===== config.mk =====
export PLATFORM = sky130hd
export DESIGN_NAME = serial_add_ctrl
export DESIGN_NICKNAME = d
export VERILOG_FILES = /design/src/rtl/serial_add_ctrl.sv
export SDC_FILE = /design/constraint.sdc
export NUM_CORES = 1
export LEC_CHECK = 0
export BUFFER_PORTS_ARGS = -buffer_cell sky130_fd_sc_hd__buf_2
export CAP_MARGIN = 20
export CORE_ASPECT_RATIO = 0.8
export CORE_MARGIN = 2
export CORE_UTILIZATION = 30
export CTS_CLUSTER_DIAMETER = 100
export DETAILED_ROUTE_END_ITERATION = 16
export PLACE_DENSITY_LB_ADDON = 0.3
export REMOVE_ABC_BUFFERS = 1
export SLEW_MARGIN = 20
export SYNTH_ARGS = -nofsm -noshare
export SYNTH_HDL_FRONTEND = slang
export SYNTH_SLANG_ARGS = --single-unit

===== constraint.sdc =====
create_clock -name clk_i -period 1.3 [get_ports clk_i]
set_input_delay 0.39 -clock clk_i [delete_from_list [all_inputs] [get_ports clk_i]]
set_output_delay 0.39 -clock clk_i [all_outputs]
set_load 0.01 [all_outputs]

===== src/rtl/serial_add_ctrl.sv =====
// Bit-serial adder with valid/ready handshakes: one full-adder slice processes
// the operands LSB first over WIDTH cycles, then the result is held until taken.
module serial_add_ctrl #(
    parameter int WIDTH = 8
) (
    input  logic             clk_i,
    input  logic             rst_n_i,
    input  logic             in_valid_i,
    output logic             in_ready_o,
    input  logic [WIDTH-1:0] a_i,
    input  logic [WIDTH-1:0] b_i,
    input  logic             cin_i,
    output logic             out_valid_o,
    input  logic             out_ready_i,
    output logic [WIDTH-1:0] sum_o,
    output logic             cout_o,
    output logic             busy_o,
    output logic [1:0]       state_o
);

    // Handshakes: a transfer happens on a rising edge where valid & ready are
    // both high; valid never waits on ready and result outputs hold while
    // out_valid_o is high and out_ready_i is low.
    typedef enum logic [1:0] {
        IDLE = 2'd0,
        RUN  = 2'd1,
        DONE = 2'd2
    } state_t;

    localparam int CW = $clog2(WIDTH + 1);

    state_t           state_q, state_d;
    logic [WIDTH-1:0] a_q, b_q, sum_q;
    logic             carry_q;
    logic [CW-1:0]    cnt_q;
    logic             last_bit;
    logic             bit_s, bit_c;
    logic [WIDTH-1:0] sum_shift;

    assign last_bit  = (cnt_q == CW'(WIDTH - 1));
    assign bit_s     = a_q[0] ^ b_q[0] ^ carry_q;
    assign bit_c     = (a_q[0] & b_q[0]) | ((a_q[0] ^ b_q[0]) & carry_q);
    // New sum bit enters at the MSB so that after WIDTH shifts bit 0 is at the LSB.
    assign sum_shift = (sum_q >> 1) | (WIDTH'(bit_s) << (WIDTH - 1));

    assign in_ready_o  = (state_q == IDLE);
    assign out_valid_o = (state_q == DONE);
    assign busy_o      = (state_q != IDLE);
    assign state_o     = state_q;

    always_ff @(posedge clk_i) begin
        if (!rst_n_i) begin
            state_q <= IDLE;
        end else begin
            state_q <= state_d;
        end
    end

    always_comb begin
        state_d = state_q;
        unique case (state_q)
            IDLE:    if (in_valid_i)  state_d = RUN;
            RUN:     if (last_bit)    state_d = DONE;
            DONE:    if (out_ready_i) state_d = IDLE;
            default: state_d = IDLE;
        endcase
    end

    always_ff @(posedge clk_i) begin
        if (!rst_n_i) begin
            a_q     <= '0;
            b_q     <= '0;
            sum_q   <= '0;
            carry_q <= 1'b0;
            cnt_q   <= '0;
            sum_o   <= '0;
            cout_o  <= 1'b0;
        end else begin
            unique case (state_q)
                IDLE: begin
                    if (in_valid_i) begin
                        a_q     <= a_i;
                        b_q     <= b_i;
                        carry_q <= cin_i;
                        sum_q   <= '0;
                        cnt_q   <= '0;
                    end
                end
                RUN: begin
                    a_q     <= a_q >> 1;
                    b_q     <= b_q >> 1;
                    carry_q <= bit_c;
                    sum_q   <= sum_shift;
                    cnt_q   <= cnt_q + CW'(1);
                    // Publish on the final slice so the result appears with DONE.
                    if (last_bit) begin
                        sum_o  <= sum_shift;
                        cout_o <= bit_c;
                    end
                end
                default: ;
            endcase
        end
    end

endmodule


==> metrics.cfg, run 1 <==
[status]
outcome = finished, violations left
violations = negative setup slack

[timing]
grt_setup_unrepaired = true
clock-skew-final_ps = 8.62
slew_headroom_pct = 84.6
worst_pin_slew_ps = 230
holdWs_ps = 388
min_period_over_period_pct = 107
drv_slew = 0
max_freq_ghz = 0.718
setup_viol = 5
hold_viol = 0
period_minus_slack_ps = 1390
setup_ws_ps = -92.3

[grt]
grtUsageTotal_pct = 13.9
grt_start_max_net_pins = 27
grt_pass1_vias = 1425
globalRouteOverflowTotal = 0
grt_pass1_wl_mm = 6.85
antenna_found_initial = 0

[worst_setup_path]
cp.depth = 3
slowest_delay_ps = 370
worstSetupStartpointType = flop
rr_worst_depth = 5
crit_type = reg2out
crit_chain = buf_6 -> nor2_4 -> buf_6
regToRegSetupSlack_ps = 20
path_delay_family = flip-flops
arrival_ps = 1000
crit_start = state_o[0]
r2r-start = state_o[1]
crit_top_cell = buf_6
critPathMaxFanout = 3
endpoint_kind = primary output
cpMaxStageDelayCell = dfxtp_4
reg2reg_to = sum_o[4]
crit_required_ps = 910
endpoint = out_valid_o
worst-path-buf-inv = 2

[clocking]
hold_buffers = 0
numCtsBuffers = 5
cts_max_path_buffers = 2
cts_max_level = 2
cts_tree = built
clkSinkCount = 39
cts_root_buf = clkbuf_8
clk_pin_slew_worst_paths_ps = 80
clock_latency_ps = 300

[floorplan]
die_h_um = 72
core_area_um2 = 5530
start_util_pct = 31.4
ioPinCount = 35
rows = 24
die_area_um2 = 6410
die_w_um = 89.0

[worst_hold_path]
hp-class = in2reg

[placement]
gp_congestion = 0.805
pre_cts_ws_ps = -76.6
hpwl_mm = 3.05
port_buffers = 34
post_dp_cell_area_um2 = 2110

[yosys]
synth-seq-cells = 39
synth_edf_count = 0
synth_top_area_share_pct = 45.0
async_flop_share_pct = 0
synthTopCellsByArea = dfxtp_1, mux2i_1, nand2_1, a21oi_1, o21ai_0
synth_warnings = 0
ys_seq_area_share_pct = 45.0
synth_flop_cell = dfxtp_1
synth_cells = 192
syn_avg_cell_area_um2 = 9.03
syn_area_um2 = 1730
ys_types = 38
synth_top_cell_by_area = dfxtp_1

[flow_run]
drv_cap = 0

[finish]
design_area_um2 = 2380
final_common_cell = dfxtp_1
final_cell_mix = dfxtp_1, buf_2, nand2_1, buf_4
drive_gt1_share_pct = 36.9
syn2layout_area_growth_pct = 37.3
fin_nets = 266
nFillCells = 576
fin_util_pct = 43.1
diodes = 0

[routing]
vias = 1538
wirelength_mm = 4.31
postRouteAntennaNets = 0
avgViaCountPerCell = 4.78
drt_iter0_markers = 63
drt_pre_antenna_iters = 4
drc_errors = 0
post_drt_wl_per_cell_um = 13.4

[power]
power_density_nw_per_um2 = 1140
p_int_uw = 2050
seqPwrFrac_pct = 47.6
comb_power_share_pct = 13.2
pwr-share-clk_pct = 39.2
switching_share_pct = 24.6
p_leak_uw = 0.000939
net-switching-power_uw = 669
ir_drop_v = 0.000478

## logic make-up (layout without fill, tap and decap cells)
logic type               after synthesis  count (layout)  synth area share (%)
AO/OA/AOI/OAI                         65              65                  25.5
AND/OR/NAND/NOR                       57              58                  16.5
flip-flops                            39              39                  45.0
buffers and inverters                 20              71                  5.99
multiplexers                           9               9                  5.20
adder cells (fa/ha/maj)                2               2                  1.88
## how the worst min path moves through the flow
stage	start	endpoint	slack (ps)	cells past startpoint
floorplan	sum_q[1]	sum_o[0]	440	2
global placement	sum_o[3]	sum_o[3]	440	2
detailed placement	sum_o[6]	sum_o[6]	440	2
CTS	b_i[6]	b_q[6]	390	3
global route	b_i[6]	b_q[6]	400	3
finish	a_i[0]	a_q[0]	390	3
## timing repair
item / 4_1_cts / 5_1_grt
buffers inserted: 2 / 0
gates resized for setup: 17 / 25
gates cloned: 0 / 1
endpoints found under the setup margin: 5 / 33
pin swaps: 1 / 5
## cell usage after synthesis, drive strengths merged (2+ instances only)
cell type and count:
nand2b 3, nand3 2, nor3 2, buf 10, clkinv 2, a32o 2
or3b 6, nand2 22, o21ai 14, clkbuf 5, inv 3, o22ai 3
a21oi 16, o221ai 8, mux2i 9, nor2 17, dfxtp 39, a22oi 8
o2bb2ai 6, a22o 2, and2b 2
## worst reg2reg max path, stage by stage, from the launching register on
cell and delay, ps:
dfxtp_4 370, buf_6 120, nand2b_4 150, nor3_4 210
buf_12 170, mux2i_1 190
## power by group through the flow
stage	logic [µW]	clock network [µW]	registers, µW
3_3_place_gp	308	0	1320
5_1_grt	400	1130	1300
2_1_floorplan	153	0	1320
6_report	357	1070	1290
3_5_place_dp	311	0	1320
4_1_cts	327	1070	1290
## registers in the layout, indices dropped and copies added (netlist names)
| signal | flops |
|---|---|
| sum_o | 8 |
| sum_q | 7 |
| carry_q | 1 |
| b_q | 8 |
| cout_o | 1 |
| state_o | 2 |
| cnt_q | 4 |
| a_q | 8 |
## cell type report
type | count | area, µm² | area share (%)
inverters | 5 | 26.3 | 1.10
clock buffers | 6 | 82.6 | 3.47
well taps | 78 | 97.6 | 4.10
repair buffers | 58 | 415 | 17.4
flip-flops and latches | 39 | 790 | 33.2
clock inverters | 2 | 35.0 | 1.47
multi-input cells | 134 | 935 | 39.3
## per-layer routing
layer | GRT usage, % | part of all wire [%] | up-vias
met2 | 19.7 | 41 | 31
met1 | 20.3 | 54 | 699
met3 | 3.87 | 3.8 | 4
met5 | 0 | 0 | -
li1 | - | - | 804
met4 | 4.98 | 1.2 | 0
## metrics by stage
| stage | std cells | power (µW) | TNS [ps] |
|---|---|---|---|
| after floorplan | 177 | 1470 | -8300 |
| after global placement | 311 | 1630 | -90.5 |
| after detailed placement | 311 | 1630 | -580 |
| after CTS | 321 | 2690 | -223 |
| after global routing | 322 | 2830 | -760 |
| final | 322 | 2720 | -211 |
Note: power is estimated with default switching activity, not from simulation.
==> run 2, diff against run 1 <==
SKIP_LAST_GASP = 1   (was default)
==> metrics.cfg, run 2 (synthesized netlist as in run 1, its figures left out) <==
[clocking]
clk_pin_slew_worst_paths_ps = 80
cts_max_level = 2
clock_latency_ps = 290
numCtsBuffers = 5
cts_root_buf = clkbuf_8
clkSinkCount = 39
cts_tree = built
cts_max_path_buffers = 2

[worst_setup_path]
endpoint = out_valid_o
arrival_ps = 1010
crit_start = state_o[0]
worstSetupStartpointType = flop
path_delay_family = flip-flops
cp.depth = 3
crit_type = reg2out
worst-path-buf-inv = 2
slowest_delay_ps = 370
crit_top_cell = buf_6
cpMaxStageDelayCell = dfxtp_4
r2r-start = state_o[1]
critPathMaxFanout = 3
endpoint_kind = primary output
crit_required_ps = 910
regToRegSetupSlack_ps = 0
reg2reg_to = cnt_q[3]
rr_worst_depth = 5
crit_chain = buf_6 -> nor2_4 -> buf_6

[routing]
postRouteAntennaNets = 0
wirelength_mm = 4.39
drt_pre_antenna_iters = 4
drc_errors = 0
avgViaCountPerCell = 4.79
drt_iter0_markers = 73
post_drt_wl_per_cell_um = 13.5
vias = 1563

[finish]
diodes = 0
top_regs = a_q: 8 flops, b_q: 8 flops, sum_o: 8 flops
nFillCells = 572
final_cells = 326
fin_nets = 270
final_cell_mix = dfxtp_1, buf_2, buf_4, nand2_1
multi_input_area_um2 = 947
final_common_cell = dfxtp_1
drive_gt1_share_pct = 37.9
syn2layout_area_growth_pct = 40.5
fin_util_pct = 44.1
ff_latch_area_um2 = 791

[placement]
gp_congestion = 0.805
pre_cts_ws_ps = -76.6
dp_cells = 311
port_buffers = 34
hpwl_mm = 3.05

[timing]
period_minus_slack_ps = 1400
drv_slew = 0
setup_viol = 6
final.setup.tns_ps = -219
max_freq_ghz = 0.716
setup_ws_ps = -95.9
clock-skew-final_ps = 5.74
worst_pin_slew_ps = 265
hold_viol = 0
min_period_over_period_pct = 107
grt_setup_unrepaired = true
slew_headroom_pct = 82.3

[grt]
grt_use_met1_pct = 20.1
use_met2_pct = 19.8
met3_usage_pct = 3.87
grt_pass1_wl_mm = 6.83
antenna_found_initial = 0
globalRouteOverflowTotal = 0
grt_pass1_vias = 1431
grtUsageTotal_pct = 13.9
grt_start_max_net_pins = 27
grt_most_used_layer = met1

[power]
ir_drop_v = 0.000480
p_leak_uw = 0.000976
power_density_nw_per_um2 = 1120

[floorplan]
ioPinCount = 35
core_area_um2 = 5530
die_h_um = 72
die_w_um = 89.0
die_area_um2 = 6410
start_util_pct = 31.4
rows = 24

[worst_hold_path]
hp-class = in2reg

[flow_run]
drv_cap = 0

[status]
outcome = finished, violations left
violations = negative setup slack

==> run 2: metrics by stage <==
step	power [µW]	hold WS [ps]	area (µm²)
floorplan	1470	438	1650
global placement	1630	444	2110
detailed placement	1630	445	2110
CTS	2690	392	2290
global route	2840	403	2440
finish	2720	393	2440
==> run 2: worst reg2reg max path, stage by stage, from the launching register on <==
cell and delay [ps]:
dfxtp_4 370, buf_6 120, nand2b_4 150, buf_4 130
or3_1 330, a31oi_1 150
==> run 2: power breakdown <==
part           internal (µW)  leakage [µW]  switching [µW]  total [µW]
Clock                    621     0.0000612             438        1060
Sequential              1250      0.000321            45.5        1290
Combinational            183      0.000594             181         364
==> run 2: worst min path at each step <==
stage | from | to | cells after the start
finish | a_i[0] | a_q[0] | 3
global route | b_i[6] | b_q[6] | 3
CTS | b_i[6] | b_q[6] | 3
detailed placement | sum_o[6] | sum_o[6] | 2
global placement | sum_o[3] | sum_o[3] | 2
floorplan | sum_q[1] | sum_o[0] | 2
==> run 2: layer usage <==
metal / part of all wire [%] / wire length [µm]
met5: 0 / 0
met1: 53 / 2320
met4: 1.2 / 51
met3: 4.8 / 209
met2: 41 / 1810
==> run 2: timing repair <==
item	4_1_cts	5_1_grt
hold buffers	0	0
setup buffers	2	3
pin swaps	1	6
endpoints found under the hold margin	0	0
gates cloned	0	2
setup endpoints to repair	5	35
gates resized for setup	14	29
==> run 2: area by class of cell <==
cell class | count | share of cell area [%]
repair buffers | 62 | 18.7
clock inverters | 2 | 1.44
inverters | 5 | 1.08
flip-flops and latches | 39 | 32.5
clock buffers | 6 | 3.39
well taps | 78 | 4.01
multi-input cells | 134 | 38.9
